===== src/rtl/dmembus_wbc_split.sv =====
// Data-memory bus adapter between the CPU load/store stage and a Wishbone controller port.
// Accesses straddling a word boundary become two back-to-back beats; load data is realigned and extended.
module dmembus_wbc_split #(
  parameter bit          ALLOW_MISALIGNED = 1'b1,
  parameter int unsigned TIMEOUT_CYCLES   = 0,
  parameter int unsigned TIMEOUT_W        = 16
) (
  input  logic        i_clk,
  input  logic        i_rst,
  output logic        o_wb_cyc,
  output logic        o_wb_stb,
  output logic        o_wb_we,
  output logic [31:0] o_wb_adr,
  output logic [3:0]  o_wb_sel,
  output logic [31:0] o_wb_dat,
  input  logic [31:0] i_wb_dat,
  input  logic        i_wb_ack,
  input  logic        i_wb_err,
  output logic [1:0]  o_bus_width_hint,
  input  logic [31:0] i_addr,
  input  logic [31:0] i_data,
  input  logic [1:0]  i_width,
  input  logic        i_we,
  input  logic        i_re,
  input  logic        i_zeroextend,
  output logic [31:0] o_data,
  output logic        o_stall,
  output logic        o_error,
  output logic        o_timeout,
  output logic        o_unaligned
);

  typedef enum logic [1:0] {IDLE = 2'd0, BEAT0 = 2'd1, BEAT1 = 2'd2} state_t;

  localparam bit                   TMO_EN   = (TIMEOUT_CYCLES != 0);
  localparam logic [TIMEOUT_W-1:0] TMO_LAST = TIMEOUT_W'(TIMEOUT_CYCLES - 1);

  function automatic logic [31:0] extend_load(input logic [31:0] v, input logic [1:0] w,
                                              input logic zx);
    case (w)
      2'b01:   extend_load = zx ? {24'h0, v[7:0]}  : {{24{v[7]}}, v[7:0]};
      2'b10:   extend_load = zx ? {16'h0, v[15:0]} : {{16{v[15]}}, v[15:0]};
      default: extend_load = v;
    endcase
  endfunction

  function automatic logic [2:0] popcount4(input logic [3:0] s);
    popcount4 = {2'b00, s[0]} + {2'b00, s[1]} + {2'b00, s[2]} + {2'b00, s[3]};
  endfunction

  state_t               state_q, state_d;
  logic [3:0]           req_mask;
  logic [7:0]           req_m8;
  logic [63:0]          req_wd;
  logic                 req, req_straddle, reject, accept;
  logic [29:0]          addr_q;
  logic [1:0]           off_q, width_q;
  logic                 zext_q, we_q;
  logic [7:0]           m8_q;
  logic [63:0]          wd_q;
  logic [31:0]          lo_q;
  logic [TIMEOUT_W-1:0] cnt_q;
  logic                 err_q, tmo_q, unal_q;
  logic [31:0]          rdata_q;
  logic                 stb, beat1, straddle_q;
  logic                 resp_ack, resp_err, tmo_hit, final_ack;
  logic [3:0]           beat_sel;
  logic [63:0]          rd_pair;
  logic [31:0]          rd_word;

  always_comb begin
    case (i_width)
      2'b01:   req_mask = 4'b0001;
      2'b10:   req_mask = 4'b0011;
      default: req_mask = 4'b1111;
    endcase
    req_m8       = {4'b0000, req_mask} << i_addr[1:0];
    req_wd       = {32'h0, i_data} << {i_addr[1:0], 3'b000};
    req_straddle = |req_m8[7:4];
    req          = i_we | i_re;
    reject       = (state_q == IDLE) && req && req_straddle && !ALLOW_MISALIGNED;
    accept       = (state_q == IDLE) && req && !(req_straddle && !ALLOW_MISALIGNED);
  end

  // err wins over a simultaneous ack; a response in the last allowed cycle beats the watchdog
  assign stb        = (state_q != IDLE);
  assign beat1      = (state_q == BEAT1);
  assign straddle_q = |m8_q[7:4];
  assign resp_err   = stb && i_wb_err;
  assign resp_ack   = stb && i_wb_ack && !i_wb_err;
  assign tmo_hit    = TMO_EN && stb && !i_wb_ack && !i_wb_err && (cnt_q == TMO_LAST);
  assign final_ack  = resp_ack && (beat1 || !straddle_q);
  assign beat_sel   = beat1 ? m8_q[7:4] : m8_q[3:0];
  assign rd_pair    = beat1 ? {i_wb_dat, lo_q} : {32'h0, i_wb_dat};
  assign rd_word    = 32'(rd_pair >> {off_q, 3'b000});

  always_ff @(posedge i_clk) begin
    if (i_rst) state_q <= IDLE;
    else       state_q <= state_d;
  end

  always_comb begin
    state_d = state_q;
    case (state_q)
      IDLE:    if (accept) state_d = BEAT0;
      BEAT0: begin
        if (resp_err || tmo_hit) state_d = IDLE;
        else if (resp_ack)       state_d = straddle_q ? BEAT1 : IDLE;
      end
      BEAT1:   if (resp_err || tmo_hit || resp_ack) state_d = IDLE;
      default: state_d = IDLE;
    endcase
  end

  always_comb begin
    o_wb_stb         = stb;
    o_wb_cyc         = stb;
    o_stall          = stb;
    o_wb_we          = stb & we_q;
    o_wb_adr         = 32'h0;
    o_wb_sel         = 4'h0;
    o_wb_dat         = 32'h0;
    o_bus_width_hint = 2'b00;
    if (stb) begin
      o_wb_adr         = {addr_q + {29'd0, beat1}, 2'b00};
      o_wb_sel         = beat_sel;
      o_wb_dat         = beat1 ? wd_q[63:32] : wd_q[31:0];
      o_bus_width_hint = 2'(popcount4(beat_sel) - 3'd1);
    end
  end

  // the watchdog counter restarts whenever a new beat begins
  always_ff @(posedge i_clk) begin
    if (i_rst) begin
      err_q   <= 1'b0;
      tmo_q   <= 1'b0;
      unal_q  <= 1'b0;
      rdata_q <= 32'h0;
      cnt_q   <= '0;
    end else begin
      unal_q <= reject;
      if (accept) begin
        err_q <= 1'b0;
        tmo_q <= 1'b0;
        cnt_q <= '0;
      end else if (stb) begin
        if (resp_ack && !final_ack) cnt_q <= '0;
        else                        cnt_q <= cnt_q + 1'b1;
        if (resp_err || tmo_hit) err_q <= 1'b1;
        if (tmo_hit)             tmo_q <= 1'b1;
      end
      if (final_ack && !we_q) rdata_q <= extend_load(rd_word, width_q, zext_q);
    end
  end

  always_ff @(posedge i_clk) begin
    if (accept) begin
      addr_q  <= i_addr[31:2];
      off_q   <= i_addr[1:0];
      width_q <= i_width;
      zext_q  <= i_zeroextend;
      we_q    <= i_we;
      m8_q    <= req_m8;
      wd_q    <= req_wd;
    end
    if ((state_q == BEAT0) && resp_ack) lo_q <= i_wb_dat;
  end

  assign o_data      = rdata_q;
  assign o_error     = err_q;
  assign o_timeout   = tmo_q;
  assign o_unaligned = unal_q;

`ifdef VERIFICATION
  always_ff @(posedge i_clk) begin
    if (!i_rst && o_stall && (i_we || i_re)) $error("request issued while o_stall is high");
  end
`endif

endmodule


===== config.mk =====
export PLATFORM = sky130hd
export DESIGN_NAME = dmembus_wbc_split
export DESIGN_NICKNAME = d
export VERILOG_FILES = /design/src/rtl/dmembus_wbc_split.sv
export SDC_FILE = /design/constraint.sdc
export NUM_CORES = 1
export LEC_CHECK = 0
export CAP_MARGIN = 20
export CORE_ASPECT_RATIO = 1.75
export CORE_MARGIN = 1
export CORE_UTILIZATION = 50
export CTS_CLUSTER_DIAMETER = 80
export DETAILED_ROUTE_END_ITERATION = 7
export PLACE_DENSITY = 0.81
export SYNTH_ARGS = -nofsm -noshare
export SYNTH_HDL_FRONTEND = slang
export SYNTH_SLANG_ARGS = --single-unit

===== constraint.sdc =====
create_clock -name i_clk -period 7.4 [get_ports i_clk]
set_input_delay 1.85 -clock i_clk [delete_from_list [all_inputs] [get_ports i_clk]]
set_output_delay 1.85 -clock i_clk [all_outputs]
set_load 0.01 [all_outputs]

==> impl_metrics.ini <==
[grt]
number_of_global_route_vias_before_repair = 6657
antenna_found_initial = 0
met3_usage = 0.0671
gr-usage-all-layers = 0.248
grt-ovfl-total = 0
grt_util_met2 = 0.459
grt_start_max_net_pins = 70
grt_first_pass_wirelength_um = 34100
grt_use_met1 = 0.254
grt-busiest-layer = met2

[clock_tree]
clkLatencyLatePin_ps = 430
cts.reportedPaths.clkPinSlew_ps = 70
post_cts_resize_count = 0
ctsHtreeMaxLevel = 4
tritoncts = done
cts_hold_buffers = 0
cts_sinks = 166
cts_setup_buffers = 0
cts_made_buffers = 17
cts.root.buffer_cell = clkbuf_16
ctsLongestPathBuffers = 2

[logic_synthesis]
yosysMostFrequentCell = edfxtp_1
post_synth.cell_area_avg_sq_um = 11.4
sequential_to_total_area_share_from_yosys_stat = 0.516
synth_largest_area_cell = edfxtp_1
synth_enable_flop_cells = 131
synthFlopType = edfxtp_1
synth_area_leaders = edfxtp_1, dfxtp_1, mux2i_1
synth-warning-count = 0
post_synth_inst_count = 785
ys_top_cells_by_count = edfxtp_1, nor2_1, mux2i_1, nand2_1, a21oi_1
synthArstFlopShare = 0
cell_area_after_synthesis_sq_um = 8980
count_of_unique_library_cells_instantiated_by_yosys = 56
synth.top_cell.area_share = 0.438
ys_ff_latch = 166

[routing]
route.detailed.vias_per_inst = 5.67
post_drt_wl_per_cell_um = 18.6
firstDrtPassIters = 5
dr.first_iter.drc_count = 263
routed_wirelength_um = 22400
drc = 0
dr_total_vias = 6827
drtAntennaViolNets = 0

[cells_and_area]
layout.area.seq_sq_um = 4630
synthToLayoutAreaGrowth_pct = 29.6
final_nets = 1072
post_route_cells_drive_above_1_share = 0.103
antenna_diodes = 0
multi_input_comb_area_sq_um = 3970
fill_cells = 1318
final_cell_area_sq_um = 11600

[power_and_ir_drop]
ir_drop_mv = 0.163
power_per_cell_area_nw_per_um2 = 204
cellLeakagePower_nw = 4.11

[die]
area_of_the_core_sq_um = 17500
die-area_sq_um = 18500
die_x_um = 103
die_height_um = 179
num_io_pins = 214
fp-row-count = 64
initial_standard_cell_utilization_of_the_core = 0.512

[sta]
setup_violations = 0
post-route-period-util = 0.737
slew_limit_fails = 0
timing.clock.skew_ps = 10.2
slew-limit-headroom = 0.338
rsz_0062_raised_after_global_routing = false
fin_crit_ps = 5450
clock.fmax_mhz = 183
worstMarginPinSlew_ps = 993
timing.setup.tns_ps = 0
finalHoldViolations = 0

[setup_path]
cp_slowest_stage_delay_ps = 600
critical_path_buf_inv_count = 2
cp-start-kind = flip-flop
reg2reg_slack_ps = 3750
critical-path-top-delay-family = buffers and inverters
cp.required_ps = 5550
critPathKind = reg2out
crit_start = state_q[0]
cp_max_fo = 48
path_cells = buf_4 -> nand2b_4 -> mux2i_1 -> ha_1 -> fa_1 -> xor2_1 -> nor2_1 -> clkdlybuf4s50_1
cpMaxStageDelayCell = clkdlybuf4s50_1
worst_r2r_startpoint = state_q[0]
arrival_ps = 3600
kind_of_end_point_of_the_critical_path = primary output

[hold_path]
worst_hold_startpoint = o_data[19]
min-delay-path-class = reg2reg

[outcome]
status = finished, final reports clean

[placed_design]
dp_hpwl_um = 15800
placed_cell_area_sq_um = 11100
place.gp.congestion = 0.819
port_buffers = 209

[run]
drv.max_cap_violation_count = 0
[layer usage]
layer	vias up	share of wire
met1	3305	0.35
met5	-	0
met2	211	0.56
met3	39	0.059
met4	0	0.028
li1	3272	-
[where the power goes]
part / internal [mW] / total, mW / leakage (nW) / switching [mW]
Combinational: 0.206 / 0.425 / 2.29 / 0.219
Clock: 0.462 / 0.827 / 0.254 / 0.365
Sequential: 1.09 / 1.12 / 1.57 / 0.0308
[logic make-up (layout without fill, tap and decap cells)]
logic type,after synthesis,count (layout),synth area share
DFF,166,166,0.516
AOI/OAI and AO/OA,159,159,0.136
muxes,94,94,0.126
xor gates and xnor gates,16,16,0.0156
adders and majority gates,5,5,0.00780
buffers and inverters,75,261,0.0465
and+or+nand+nor,269,269,0.151
other,1,4,0.000417
[registers in the layout (all words and copies together), names as in the netlist]
signal,count
off_q,2
state_q,2
we_q,1
zext_q,1
o_error,1
o_data,32
lo_q,32
wd_q,56
addr_q,30
width_q,2
m8_q,7
[through the flow]
| step | hold slack, ps | total power [mW] | util | instances | worst slack [ps] |
|---|---|---|---|---|---|
| final | 497 | 2.37 | 0.664 | 1205 | 1950 |
| after CTS | 501 | 2.38 | 0.663 | 1204 | 1900 |
| after global routing | 511 | 2.46 | 0.664 | 1205 | 1740 |
| after floorplan | 518 | 1.37 | - | 788 | 1810 |
| after detailed placement | 492 | 1.56 | 0.632 | 1173 | 2360 |
| after global placement | 480 | 1.55 | 0.632 | 1173 | 2440 |
[path summary, 6_finish.rpt]
| path | to | cells past startpoint |
|---|---|---|
| setup / recovery | o_bus_width_hint[1] | 8 |
| setup reg to reg | o_data[13] | 7 |
| hold reg to reg | o_data[19] | 2 |
| hold / removal | o_data[19] | 2 |
[layout by cell type (no fill, tap or decap), types with 12 or more instances in the layout]
cell             synthesis  layout
a211oi_1                14      14
a21oi_1                 41      41
a22o_1                  34      34
a311oi_2                14      14
and2_1                  27      27
and3_1                  13      13
clkbuf_16                0      17
clkdlybuf4s50_1          0     207
dfxtp_1                 35      35
edfxtp_1               131     131
mux2_2                  14      14
mux2i_1                 65      65
mux4_2                  14      14
nand2_1                 65      65
nor2_1                  98      97
nor2b_1                 15      15
o21ai_0                 21      21
xor2_1                  12      12
[cell type report]
class,count,share of cell area
repair buffers,220,0.186
multi-input cells,547,0.341
flip-flops and latches,166,0.398
inverters,10,0.00344
clock buffers,20,0.0375
clock inverters,11,0.00871
well taps,231,0.0248
[worst min-delay path, delay by kind of cell, from the launching register on]
kind	cells	cell delay (ps)
flops	1	310
simple gates	1	90
compound gates	1	50
Power figures use the tool's default switching activity.
